===== config.mk =====
export PLATFORM = sky130hd
export DESIGN_NAME = req_initiator_flat
export DESIGN_NICKNAME = d
export VERILOG_FILES = /design/src/rtl/req_initiator_if.sv /design/src/rtl/req_initiator.sv /design/src/flat_wrapper.sv
export SDC_FILE = /design/constraint.sdc
export NUM_CORES = 1
export LEC_CHECK = 0
export CORE_MARGIN = 3
export CORE_UTILIZATION = 40
export DETAILED_ROUTE_END_ITERATION = 8
export GPL_ROUTABILITY_DRIVEN = 1
export PLACE_DENSITY = 0.63
export SKIP_CTS_REPAIR_TIMING = 1
export SLEW_MARGIN = 5
export SYNTH_ARGS = -nofsm -noshare
export SYNTH_HDL_FRONTEND = slang
export SYNTH_SLANG_ARGS = --single-unit

===== constraint.sdc =====
create_clock -name clk -period 2.3 [get_ports clk]
set_clock_uncertainty 0.15 [all_clocks]
set_input_delay 0.46 -clock clk [delete_from_list [all_inputs] [get_ports clk]]
set_output_delay 0.46 -clock clk [all_outputs]
set_load 0.03 [all_outputs]

===== src/rtl/req_initiator_if.sv =====
// Handshake bundle between the control block, req_initiator and the responder.
// master: the initiator side; slave: the control/responder environment side.
interface req_initiator_if #(
    parameter int CNT_W = 8
);
    logic             start;
    logic [CNT_W-1:0] num_txn;
    logic             ack;
    logic             req;
    logic             busy;
    logic             done;
    logic             timeout_err;
    logic [CNT_W-1:0] ack_count;

    modport master (
        input  start, num_txn, ack,
        output req, busy, done, timeout_err, ack_count
    );

    modport slave (
        output start, num_txn, ack,
        input  req, busy, done, timeout_err, ack_count
    );
endinterface


===== src/rtl/req_initiator.sv =====
// Requester side of the req/ack handshake: issues num_txn requests per start,
// counts acks, flags missing acks. Optional macro REQ_B2B_EN: speculative b2b req.
module req_initiator #(
    parameter int CNT_W          = 8,
    parameter int TIMEOUT_CYCLES = 16,
    parameter int RESP_LAT       = 5
) (
    input logic             clk,
    input logic             rst,
    req_initiator_if.master bus
);
    localparam int TMR_W = $clog2(TIMEOUT_CYCLES + 1);

    typedef enum logic [1:0] {
        IDLE  = 2'd0,
        ISSUE = 2'd1,
        WAIT  = 2'd2
    } state_t;

    state_t           state_q, state_d;
    logic [CNT_W-1:0] remaining_q, remaining_d;
    logic [CNT_W-1:0] ack_count_q, ack_count_d;
    logic [TMR_W-1:0] timer_q, timer_d;
    logic             done_q, done_d;
    logic             err_q, err_d;
    logic             spec_req;

`ifdef REQ_B2B_EN
    // Re-request in the expected ack cycle so the responder can restart at once.
    assign spec_req = (state_q == WAIT)
                   && (timer_q == TMR_W'(RESP_LAT - 1))
                   && (remaining_q > CNT_W'(1));
`else
    assign spec_req = 1'b0;
`endif

    // Next-state and counter updates for the batch sequencer.
    always_comb begin
        state_d     = state_q;
        remaining_d = remaining_q;
        ack_count_d = ack_count_q;
        timer_d     = timer_q;
        done_d      = 1'b0;
        err_d       = err_q;
        unique case (state_q)
            IDLE: begin
                if (bus.start) begin
                    remaining_d = bus.num_txn;
                    ack_count_d = '0;
                    err_d       = 1'b0;
                    if (bus.num_txn == '0) begin
                        done_d = 1'b1;
                    end else begin
                        state_d = ISSUE;
                    end
                end
            end
            ISSUE: begin
                timer_d = '0;
                state_d = WAIT;
            end
            WAIT: begin
                if (bus.ack) begin
                    ack_count_d = ack_count_q + CNT_W'(1);
                    remaining_d = remaining_q - CNT_W'(1);
                    timer_d     = '0;
                    if (remaining_q == CNT_W'(1)) begin
                        state_d = IDLE;
                        done_d  = 1'b1;
                    end else if (spec_req) begin
                        state_d = WAIT;
                    end else begin
                        state_d = ISSUE;
                    end
                end else if (spec_req) begin
                    err_d   = 1'b1;
                    state_d = IDLE;
                end else if (timer_q == TMR_W'(TIMEOUT_CYCLES - 1)) begin
                    err_d   = 1'b1;
                    state_d = IDLE;
                end else begin
                    timer_d = timer_q + TMR_W'(1);
                end
            end
            default: state_d = IDLE;
        endcase
    end

    // State and registered outputs, cleared asynchronously.
    always_ff @(posedge clk or posedge rst) begin
        if (rst) begin
            state_q     <= IDLE;
            remaining_q <= '0;
            ack_count_q <= '0;
            timer_q     <= '0;
            done_q      <= 1'b0;
            err_q       <= 1'b0;
        end else begin
            state_q     <= state_d;
            remaining_q <= remaining_d;
            ack_count_q <= ack_count_d;
            timer_q     <= timer_d;
            done_q      <= done_d;
            err_q       <= err_d;
        end
    end

    assign bus.req         = (state_q == ISSUE) || spec_req;
    assign bus.busy        = (state_q != IDLE);
    assign bus.done        = done_q;
    assign bus.timeout_err = err_q;
    assign bus.ack_count   = ack_count_q;
endmodule


===== src/flat_wrapper.sv =====
// flat-port wrapper written by rule: the top's interface ports become plain ports
module req_initiator_flat 
#(
    parameter int CNT_W          = 8,
    parameter int TIMEOUT_CYCLES = 16,
    parameter int RESP_LAT       = 5
)
  (clk, rst, bus_start, bus_num_txn, bus_ack, bus_req, bus_busy, bus_done, bus_timeout_err, bus_ack_count);
  req_initiator_if #(.CNT_W(CNT_W)) bus_i ();
  input logic clk;
  input logic rst;
  input wire logic [$bits(bus_i.start)-1:0] bus_start;
  input wire logic [$bits(bus_i.num_txn)-1:0] bus_num_txn;
  input wire logic [$bits(bus_i.ack)-1:0] bus_ack;
  output wire logic [$bits(bus_i.req)-1:0] bus_req;
  output wire logic [$bits(bus_i.busy)-1:0] bus_busy;
  output wire logic [$bits(bus_i.done)-1:0] bus_done;
  output wire logic [$bits(bus_i.timeout_err)-1:0] bus_timeout_err;
  output wire logic [$bits(bus_i.ack_count)-1:0] bus_ack_count;
  assign bus_i.start = bus_start;
  assign bus_i.num_txn = bus_num_txn;
  assign bus_i.ack = bus_ack;
  assign bus_req = bus_i.req;
  assign bus_busy = bus_i.busy;
  assign bus_done = bus_i.done;
  assign bus_timeout_err = bus_i.timeout_err;
  assign bus_ack_count = bus_i.ack_count;
  req_initiator #(.CNT_W(CNT_W), .TIMEOUT_CYCLES(TIMEOUT_CYCLES), .RESP_LAT(RESP_LAT)) u_core (.clk(clk), .rst(rst), .bus(bus_i));
endmodule

Word level (Yosys, flattened, before mapping)
Cells that the tools add are included.
{"block": "totals", "register_bits": 25, "input_bits": 12, "output_inout_bits": 12, "elab_cells": 53}
{"block": "op_classes", "addsub": 3, "n_eq_ne": 11, "n_mux": 24, "n_reduce_logical": 9}
{"cell": "$mux 8", "count": 4}
{"cell": "$pmux 8 s2", "count": 2}
{"cell": "$mux 5", "count": 2}
{"cell": "$pmux 5 s2", "count": 1}
{"cell": "$add 8x1->8 const B", "count": 1}
{"cell": "$eq 8x1->1 const B", "count": 1}
{"cell": "$logic_not 8->1", "count": 1}
{"cell": "$mux 1", "count": 8}
{"cell": "$mux 2", "count": 4}
{"cell": "$ne 2x2->1 const B", "count": 4}
{"cell": "$sub 8x1->8 const B", "count": 1}
{"cell": "$pmux 2 s3", "count": 1}
{"cell": "$reduce_and 3->1", "count": 2}
{"cell": "$reduce_bool 2->1", "count": 3}
{"cell": "$add 5x1->5 const B", "count": 1}
{"cell": "$eq 5x4->1 const B", "count": 1}
{"cell": "$pmux 1 s2", "count": 2}
{"cell": "$reduce_and 4->1", "count": 1}
{"cell": "$ne 3x2->1 const B", "count": 1}
{"cell": "$ne 3x3->1 const B", "count": 1}
{"cell": "$eq 2x1->1 const B", "count": 1}
{"cell": "$eq 2x2->1 const B", "count": 1}
{"cell": "$logic_not 2->1", "count": 1}
{"cell": "$ne 2x1->1 const B", "count": 1}
{"cell": "$reduce_and 2->1", "count": 1}

Depth between registers and ports, before layout
Gate-level depths: netlist of run 1.
{"block": "depth", "ltp_word": 4, "depth_mapped": 8, "ltp_nobuf": 7}

Worst setup path after synthesis of run 1
No wires, ideal clock.
{"block": "synth_path", "kind": "flip-flop to flip-flop", "start": "register u_core.state_q[0]", "end": "register u_core.ack_count_q[7] (netlist: u_core.bus.ack_count[7])", "arrival_ns": 1.641, "slack_ns": 0.432, "path_stages_with_launch": 8, "n_path_buf": 1, "cell_sequence": "dfrtp_1 > inv_1 > ha_1 > buf_6 > mux2_4 > nand2_4 > or4_1 > a21oi_1"}
{"block": "synth_between", "elab_chain_cells": 3, "word_cells_on_any_way": 7, "cone_classes": "eq/ne: 3; mux: 1; reduce/logical: 3"}
{"item": "start, declared", "line_no": "req_initiator.sv:20", "source": "state_t state_q, state_d;"}
{"item": "start signal, assigned", "line_no": "req_initiator.sv:99", "source": "state_q <= state_d;"}
{"item": "$eq 2x2->1 or $logic_not 2->1 (tied branches)", "line_no": "req_initiator.sv:45", "source": "unique case (state_q)"}
{"item": "$ne 2x2->1 (no source line) or $reduce_bool 2->1 (tied branches)"}
{"item": "$reduce_and 3->1 (no source line)"}
{"item": "end signal, assigned", "line_no": "req_initiator.sv:101", "source": "ack_count_q <= ack_count_d;"}
{"item": "end, declared", "line_no": "req_initiator.sv:22", "source": "logic [CNT_W-1:0] ack_count_q, ack_count_d;"}
Parallel ways exist; a longest one is shown, timed or not.
A chain may end at the register's enable or synchronous reset.

Worst setup path in the final report of run 1
Same ends and word-level chain as after synthesis.

==> metrics.md, run 1 <==
| Metric | Value |
|---|---|
| Max Cap Violations | `0` |
| Routed via count | `1261` |
| Number of global-route vias before repair | `1301` |
| Die Ht | `67.5 um` |
| Port buffer count | `23` |
| Mean Syn Cell Area | `9.11 um2` |
| Yosys reg bits | `25` |
| Synthesized cell area | `1510 um2` |
| Area Growth Syn to Fin | `23.0%` |
| GRT overflow | `0` |
| Status | `completed` |
| Hold path endpoint | `u_core.timer_q[4]` |
| First-pass GRT wire length | `5700 um` |
| Gr usage total | `16.2%` |
| Core Area | `3490 um2` |
| Antenna violations before repair | `0` |
| Fin Hold WS | `0.343 ns` |
| Clk root buf | `clkbuf_8` |
| Fmax | `0.476 GHz` |
| Worst R2R Path Depth | `6` |
| Clk_lat worst skew | `0.27 ns` |
| CP Data Required Time | `2.35 ns` |
| CP delay by family, top | `simple AND/OR/NAND/NOR gates` |
| Post-DP Area | `1810 um2` |
| Largest net degree at the start of global routing | `26` |
| Max-slew violations | `0` |
| Layout Utilization | `53.2%` |
| HPWL after DPL | `2440 um` |
| Critical path, cell by cell | `inv_1, ha_1, mux2_4, nand2_4, or4_1, a21oi_1` |
| Clock sinks | `25` |
| CP Class | `reg2reg` |
| Worst slack, placed | `0.0768 ns` |
| RR Endpoint | `u_core.bus.ack_count[7]` |
| Maximum vdd drop | `0.618 mV` |
| DR iter-0 viols | `58` |
| Post-route ant nets | `0` |
| # IOs | `24` |
| Total Power | `1.87 mW` |
| Fin area | `1860 um2` |
| CP arrival | `2.15 ns` |
| Drt via density | `5.28` |
| Slowest cell on crit path | `or4_1` |
| Critical-path maximum fanout | `9` |
| First-pass DRT Iterations | `4` |
| Reg2reg start | `u_core.state_q[0]` |
| Period minus WS final | `2.10 ns` |
| Mapped Nets | `187` |
| Critical path startpoint category | `register` |
| Worst Hold Path Cells | `2` |
| Clock buffers created by TritonCTS | `3` |
| Routability cong. | `0.819` |
| Crit share post-route | `91.4%` |
| TritonCTS clock tree | `done` |
| Chip Width | `67.5 um` |
| CP Capture Type | `register` |
| Die area | `4550 um2` |
| Worst path bufs/invs | `1` |
| R2R setup slack | `0.20 ns` |
| Post-route DRC | `0` |
| Hold Path Class | `reg2reg` |
| Wire per inst | `13.2 um` |
| # setup viols final | `0` |
| Leakage | `0.810 nW` |
| FP Rows | `21` |
| Synth Instances | `166` |
| H-tree Lvls | `1` |
| Share of cells above drive strength 1 | `7.25%` |
| Max incr delay on CP | `0.49 ns` |
| Register area share after synthesis | `41.4%` |
| Clock tree buffer depth | `2` |
| Worst setup margin | `0.197 ns` |
| Final Hold Fails | `0` |
| Least-Margin Pin Slew | `0.511 ns` |
| NumNets Final | `215` |
| Worst hold start | `u_core.timer_q[4]` |
| Pwr per Cell Area | `1010 nW/um2` |
| Initial core utilization | `43.3%` |
| Synth warn | `0` |
| RSZ-0062 raised after global routing | `false` |
| Slew headroom | `65.6%` |
| DRT Wirelength | `3160 um` |
| Ant diodes | `0` |
| Synth unique cells | `41` |
| Clock-pin slew of the registers on the worst-case setup and hold paths | `0.09 ns` |
routing by layer:
metal  vias to the layer above  wire (um)  global-route usage, %
met5                         -          0                      0
met2                        18       1520                   26.6
met4                         0         34                   6.08
li1                        643          -                      -
met3                         4        108                   2.83
met1                       596       1500                   21.1
tightest hold or removal path, delay by kind of cell (launching register included):
| family | cells | cell delay, ns |
|---|---|---|
| compound gates | 1 | 0.06 |
| simple gates | 1 | 0.05 |
| flops | 1 | 0.35 |
worst max-delay path by stage:
stage | start | to | slack [ns] | cells past startpoint
2_1_floorplan | u_core.state_q[0] | u_core.bus.ack_count[7] | 0.43 | 7
6_report | u_core.state_q[0] | u_core.bus.ack_count[7] | 0.20 | 6
4_1_cts | u_core.state_q[1] | bus_busy | -0.13 | 4
3_5_place_dp | bus_num_txn[3] | u_core.state_q[1] | 0.08 | 5
5_1_grt | u_core.state_q[0] | u_core.remaining_q[0] | 0.04 | 8
3_3_place_gp | bus_num_txn[3] | u_core.state_q[1] | 0.11 | 5
stage by stage:
stage	TNS, ns	cells
floorplan	0	166
global placement	0	235
detailed placement	0	235
CTS	-0.125	239
global route	0	239
finish	0	239
flip-flops by register name (all words and copies together) (netlist names):
register	flops
u_core.bus.ack_count	8
u_core.remaining_q	8
u_core.timer_q	5
u_core.state_q	2
u_core.bus.done	1
u_core.bus.timeout_err	1
logic make-up (layout without fill, tap and decap cells):
logic type	after synthesis	in the layout	share of synthesized area, %
AOI/OAI and AO/OA	40	40	15.8
xor gates and xnor gates	5	5	2.90
adders and majority gates	9	9	7.45
buffers and inverters	22	49	6.37
DFF	25	25	41.4
muxes	6	6	4.39
and+or+nand+nor	59	59	21.7
report_power, final:
part / internal (mW) / total, mW / switching, mW
Sequential: 0.554 / 0.672 / 0.117
Combinational: 0.407 / 0.944 / 0.537
Clock: 0.121 / 0.258 / 0.137
Total: 1.08 / 1.87 / 0.792
layout make-up:
class / count / area (um2)
Fill cell: 333 / 1640
Inverter: 16 / 60.1
Tap cell: 46 / 57.6
Clock buffer: 3 / 41.3
Timing Repair Buffer: 29 / 280
Sequential cell: 25 / 626
Clock inverter: 1 / 5.00
Multi-Input combinational cell: 119 / 790
cell usage after synthesis, drive strengths merged:
cell,instances,area [um2]
dfrtp,25,626
inv,16,60.1
o21ai,15,75.1
nand2,14,60.1
nand3,11,55.1
a21oi,10,50.1
nor2,10,37.5
ha,9,113
a2bb2oi,4,35.0
buf,4,28.8
mux2i,4,40.0
nand2b,3,26.3
nor4,3,18.8
o22ai,3,18.8
or3,3,18.8
xnor2,3,26.3
a22o,2,17.5
a31oi,2,12.5
clkbuf,2,7.51
mux2,2,26.3
nand4,2,12.5
nor2b,2,12.5
nor4b,2,17.5
o211ai,2,15.0
xor2,2,17.5
and3,1,6.26
and4,1,8.76
and4b,1,10.0
nand3b,1,7.51
nand4b,1,8.76
nor3,1,5.00
nor3b,1,7.51
o21bai,1,7.51
o31ai,1,7.51
or2b,1,7.51
or4,1,7.51
cells in the final DEF, fill, tap and decap left out, types with 4 or more instances in the layout:
master	count
a21oi_1	10
a2bb2oi_1	4
buf_4	6
clkdlybuf4s50_1	21
dfrtp_1	25
ha_1	9
inv_1	16
mux2i_1	4
nand2_1	13
nand3_1	11
nor2_1	10
o21ai_0	15
No activity file was read; power rests on OpenSTA's default activity.
==> inputs of run 2 (changes only) <==
CORE_UTILIZATION = 53   (was 40)
PLACE_DENSITY = 0.8   (was 0.63)
SLEW_MARGIN = 30   (was 5)
==> run 2 against run 1 <==
Against the previous run: sequential share of layout area grew 0.55 points; clock power shrank 23%; worst setup slack gained 0.022 ns; critical path depth shrank 5; final cell count shrank 6.3%; core utilization grew 17 points; largest cell class unchanged; total power shrank 1.7%; wire length grew 4.3%.
==> metrics.md, run 2 (synthesized netlist as in run 1, its figures left out) <==
| Metric | Value |
|---|---|
| Leakage | `0.803 nW (was 0.810 nW)` |
| Antenna violations before repair | `0 (unchanged)` |
| Clock tree buffer depth | `2 (unchanged)` |
| Worst R2R Path Depth | `8 (was 6)` |
| CP Data Required Time | `1.69 ns (was 2.35 ns)` |
| CP arrival | `1.47 ns (was 2.15 ns)` |
| Maximum vdd drop | `1.04 mV (was 0.618 mV)` |
| Clock sinks | `25 (unchanged)` |
| Fmax | `0.481 GHz (was 0.476 GHz)` |
| RR Endpoint | `u_core.remaining_q[7] (was u_core.bus.ack_count[7])` |
| Core Area | `2590 um2 (was 3490 um2)` |
| Worst slack, placed | `0.114 ns (was 0.0768 ns)` |
| Layout Utilization | `70.6% (was 53.2%)` |
| Status | `completed (unchanged)` |
| Post-route ant nets | `0 (unchanged)` |
| RSZ-0062 raised after global routing | `false (unchanged)` |
| Routed via count | `1302 (was 1261)` |
| Share of cells above drive strength 1 | `7.73% (was 7.25%)` |
| HPWL after DPL | `2510 um (was 2440 um)` |
| # fillers | `209 (was 333)` |
| # setup viols final | `0 (unchanged)` |
| First-pass GRT wire length | `5570 um (was 5700 um)` |
| Routability cong. | `0.849 (was 0.819)` |
| FP Rows | `18 (was 21)` |
| Initial core utilization | `58.4% (was 43.3%)` |
| DRT Wirelength | `3290 um (was 3160 um)` |
| Ant diodes | `0 (unchanged)` |
| Number of global-route vias before repair | `1342 (was 1301)` |
| Critical path, cell by cell | `clkdlybuf4s50_1 (was inv_1, ha_1, mux2_4, nand2_4, or4_1, a21oi_1)` |
| Crit share post-route | `90.5% (was 91.4%)` |
| Wire per inst | `14.7 um (was 13.2 um)` |
| Die area | `3530 um2 (was 4550 um2)` |
| Chip Width | `59.4 um (was 67.5 um)` |
| Drt via density | `5.81 (was 5.28)` |
| DR iter-0 viols | `63 (was 58)` |
| Max-slew violations | `0 (unchanged)` |
| H-tree Lvls | `1 (unchanged)` |
| Period minus WS final | `2.08 ns (was 2.10 ns)` |
| TritonCTS clock tree | `done (unchanged)` |
| Largest net degree at the start of global routing | `26 (unchanged)` |
| First-pass DRT Iterations | `4 (unchanged)` |
| R2R setup slack | `0.22 ns (was 0.20 ns)` |
| Worst path bufs/invs | `1 (unchanged)` |
| Worst setup margin | `0.219 ns (was 0.197 ns)` |
| NumNets Final | `216 (was 215)` |
| Clock buffers created by TritonCTS | `3 (unchanged)` |
| Clock-pin slew of the registers on the worst-case setup and hold paths | `0.13 ns (was 0.09 ns)` |
| Fin Hold WS | `0.327 ns (was 0.343 ns)` |
| Most frequent cells in the layout | `dfrtp_1, clkdlybuf4s50_1, inv_1 (unchanged)` |
| Slew headroom | `65.8% (was 65.6%)` |
| Hold Path Class | `in2async (was reg2reg)` |
| Pwr per Cell Area | `1010 nW/um2 (about the same)` |
| Port buffer count | `23 (unchanged)` |
| Most common cell after layout, fill and taps aside | `dfrtp_1 (unchanged)` |
| CP delay by family, top | `buffers and inverters (was simple AND/OR/NAND/NOR gates)` |
| Slowest cell on crit path | `clkdlybuf4s50_1 (was or4_1)` |
| CP Class | `reg2out (was reg2reg)` |
| # IOs | `24 (unchanged)` |
| Gr usage total | `20.5% (was 16.2%)` |
| Reg2reg start | `u_core.state_q[0] (unchanged)` |
| Clk root buf | `clkbuf_4 (was clkbuf_8)` |
| Area Growth Syn to Fin | `21.0% (was 23.0%)` |
| Least-Margin Pin Slew | `0.508 ns (was 0.511 ns)` |
| GRT overflow | `0 (unchanged)` |
| Die Ht | `59.4 um (was 67.5 um)` |
| Final Hold Fails | `0 (unchanged)` |
| Post-route DRC | `0 (unchanged)` |
| Setup TNS | `0 ns (unchanged)` |
| Clk_lat worst skew | `0.31 ns (was 0.27 ns)` |
| Max Cap Violations | `0 (unchanged)` |
| Critical-path maximum fanout | `5 (was 9)` |
| Max incr delay on CP | `0.71 ns (was 0.49 ns)` |
| CP Capture Type | `output pin (was register)` |
| Critical path startpoint category | `register (unchanged)` |
## run 2: cell types whose count changed in the layout (fill, tap and decap cells not counted)
cell,previous run,this run
clkbuf_4,0,3
clkbuf_8,3,0
clkinv_2,1,0
clkbuf_1,0,1
buf_4,6,7
ha_1,9,8
ha_2,0,1
## run 2: worst max path at each step
stage / startpoint / end / slack [ns] / cells past startpoint
final: u_core.bus.ack_count[1] / bus_ack_count[1] / 0.22 / 1
after global routing: u_core.state_q[0] / u_core.remaining_q[7] / 0.09 / 8
after detailed placement: bus_start / u_core.bus.ack_count[4] / 0.11 / 6
after global placement: bus_num_txn[3] / u_core.state_q[1] / 0.16 / 5
after floorplan: u_core.state_q[0] / u_core.bus.ack_count[7] / 0.43 / 7
after CTS: u_core.state_q[0] / bus_busy / -0.17 / 4
## run 2: power breakdown
group          switching, mW  total (mW)  internal (mW)
registers              0.116       0.669          0.554
clock network          0.131       0.198         0.0678
logic                  0.552       0.974          0.423
## run 2: cell type report
cell class                 instances  area [um2]  share of cell area, %
clock buffer                       4        26.3                   1.44
inverter                          16        60.1                   3.28
timing repair buffer              30         288                   15.7
sequential                        25         626                   34.2
multi-input combinational        119         792                   43.3
tap                               30        37.5                   2.05
## run 2: stage by stage
step                      std cells  instance area [um2]  total power, mW
after floorplan                 166                 1510             1.37
after global placement          220                 1800             1.60
after detailed placement        220                 1800             1.64
after CTS                       224                 1820             1.84
after global routing            224                 1830             1.98
final                           224                 1830             1.84
## run 2: routing by layer
metal / GRT usage (%) / vias up / wire length [um]
met2: 37.4 / 25 / 1710
met3: 2.40 / 2 / 96
met4: 7.44 / 0 / 19
met5: 0 / - / 0
met1: 24.3 / 633 / 1460
li1: - / 642 / -
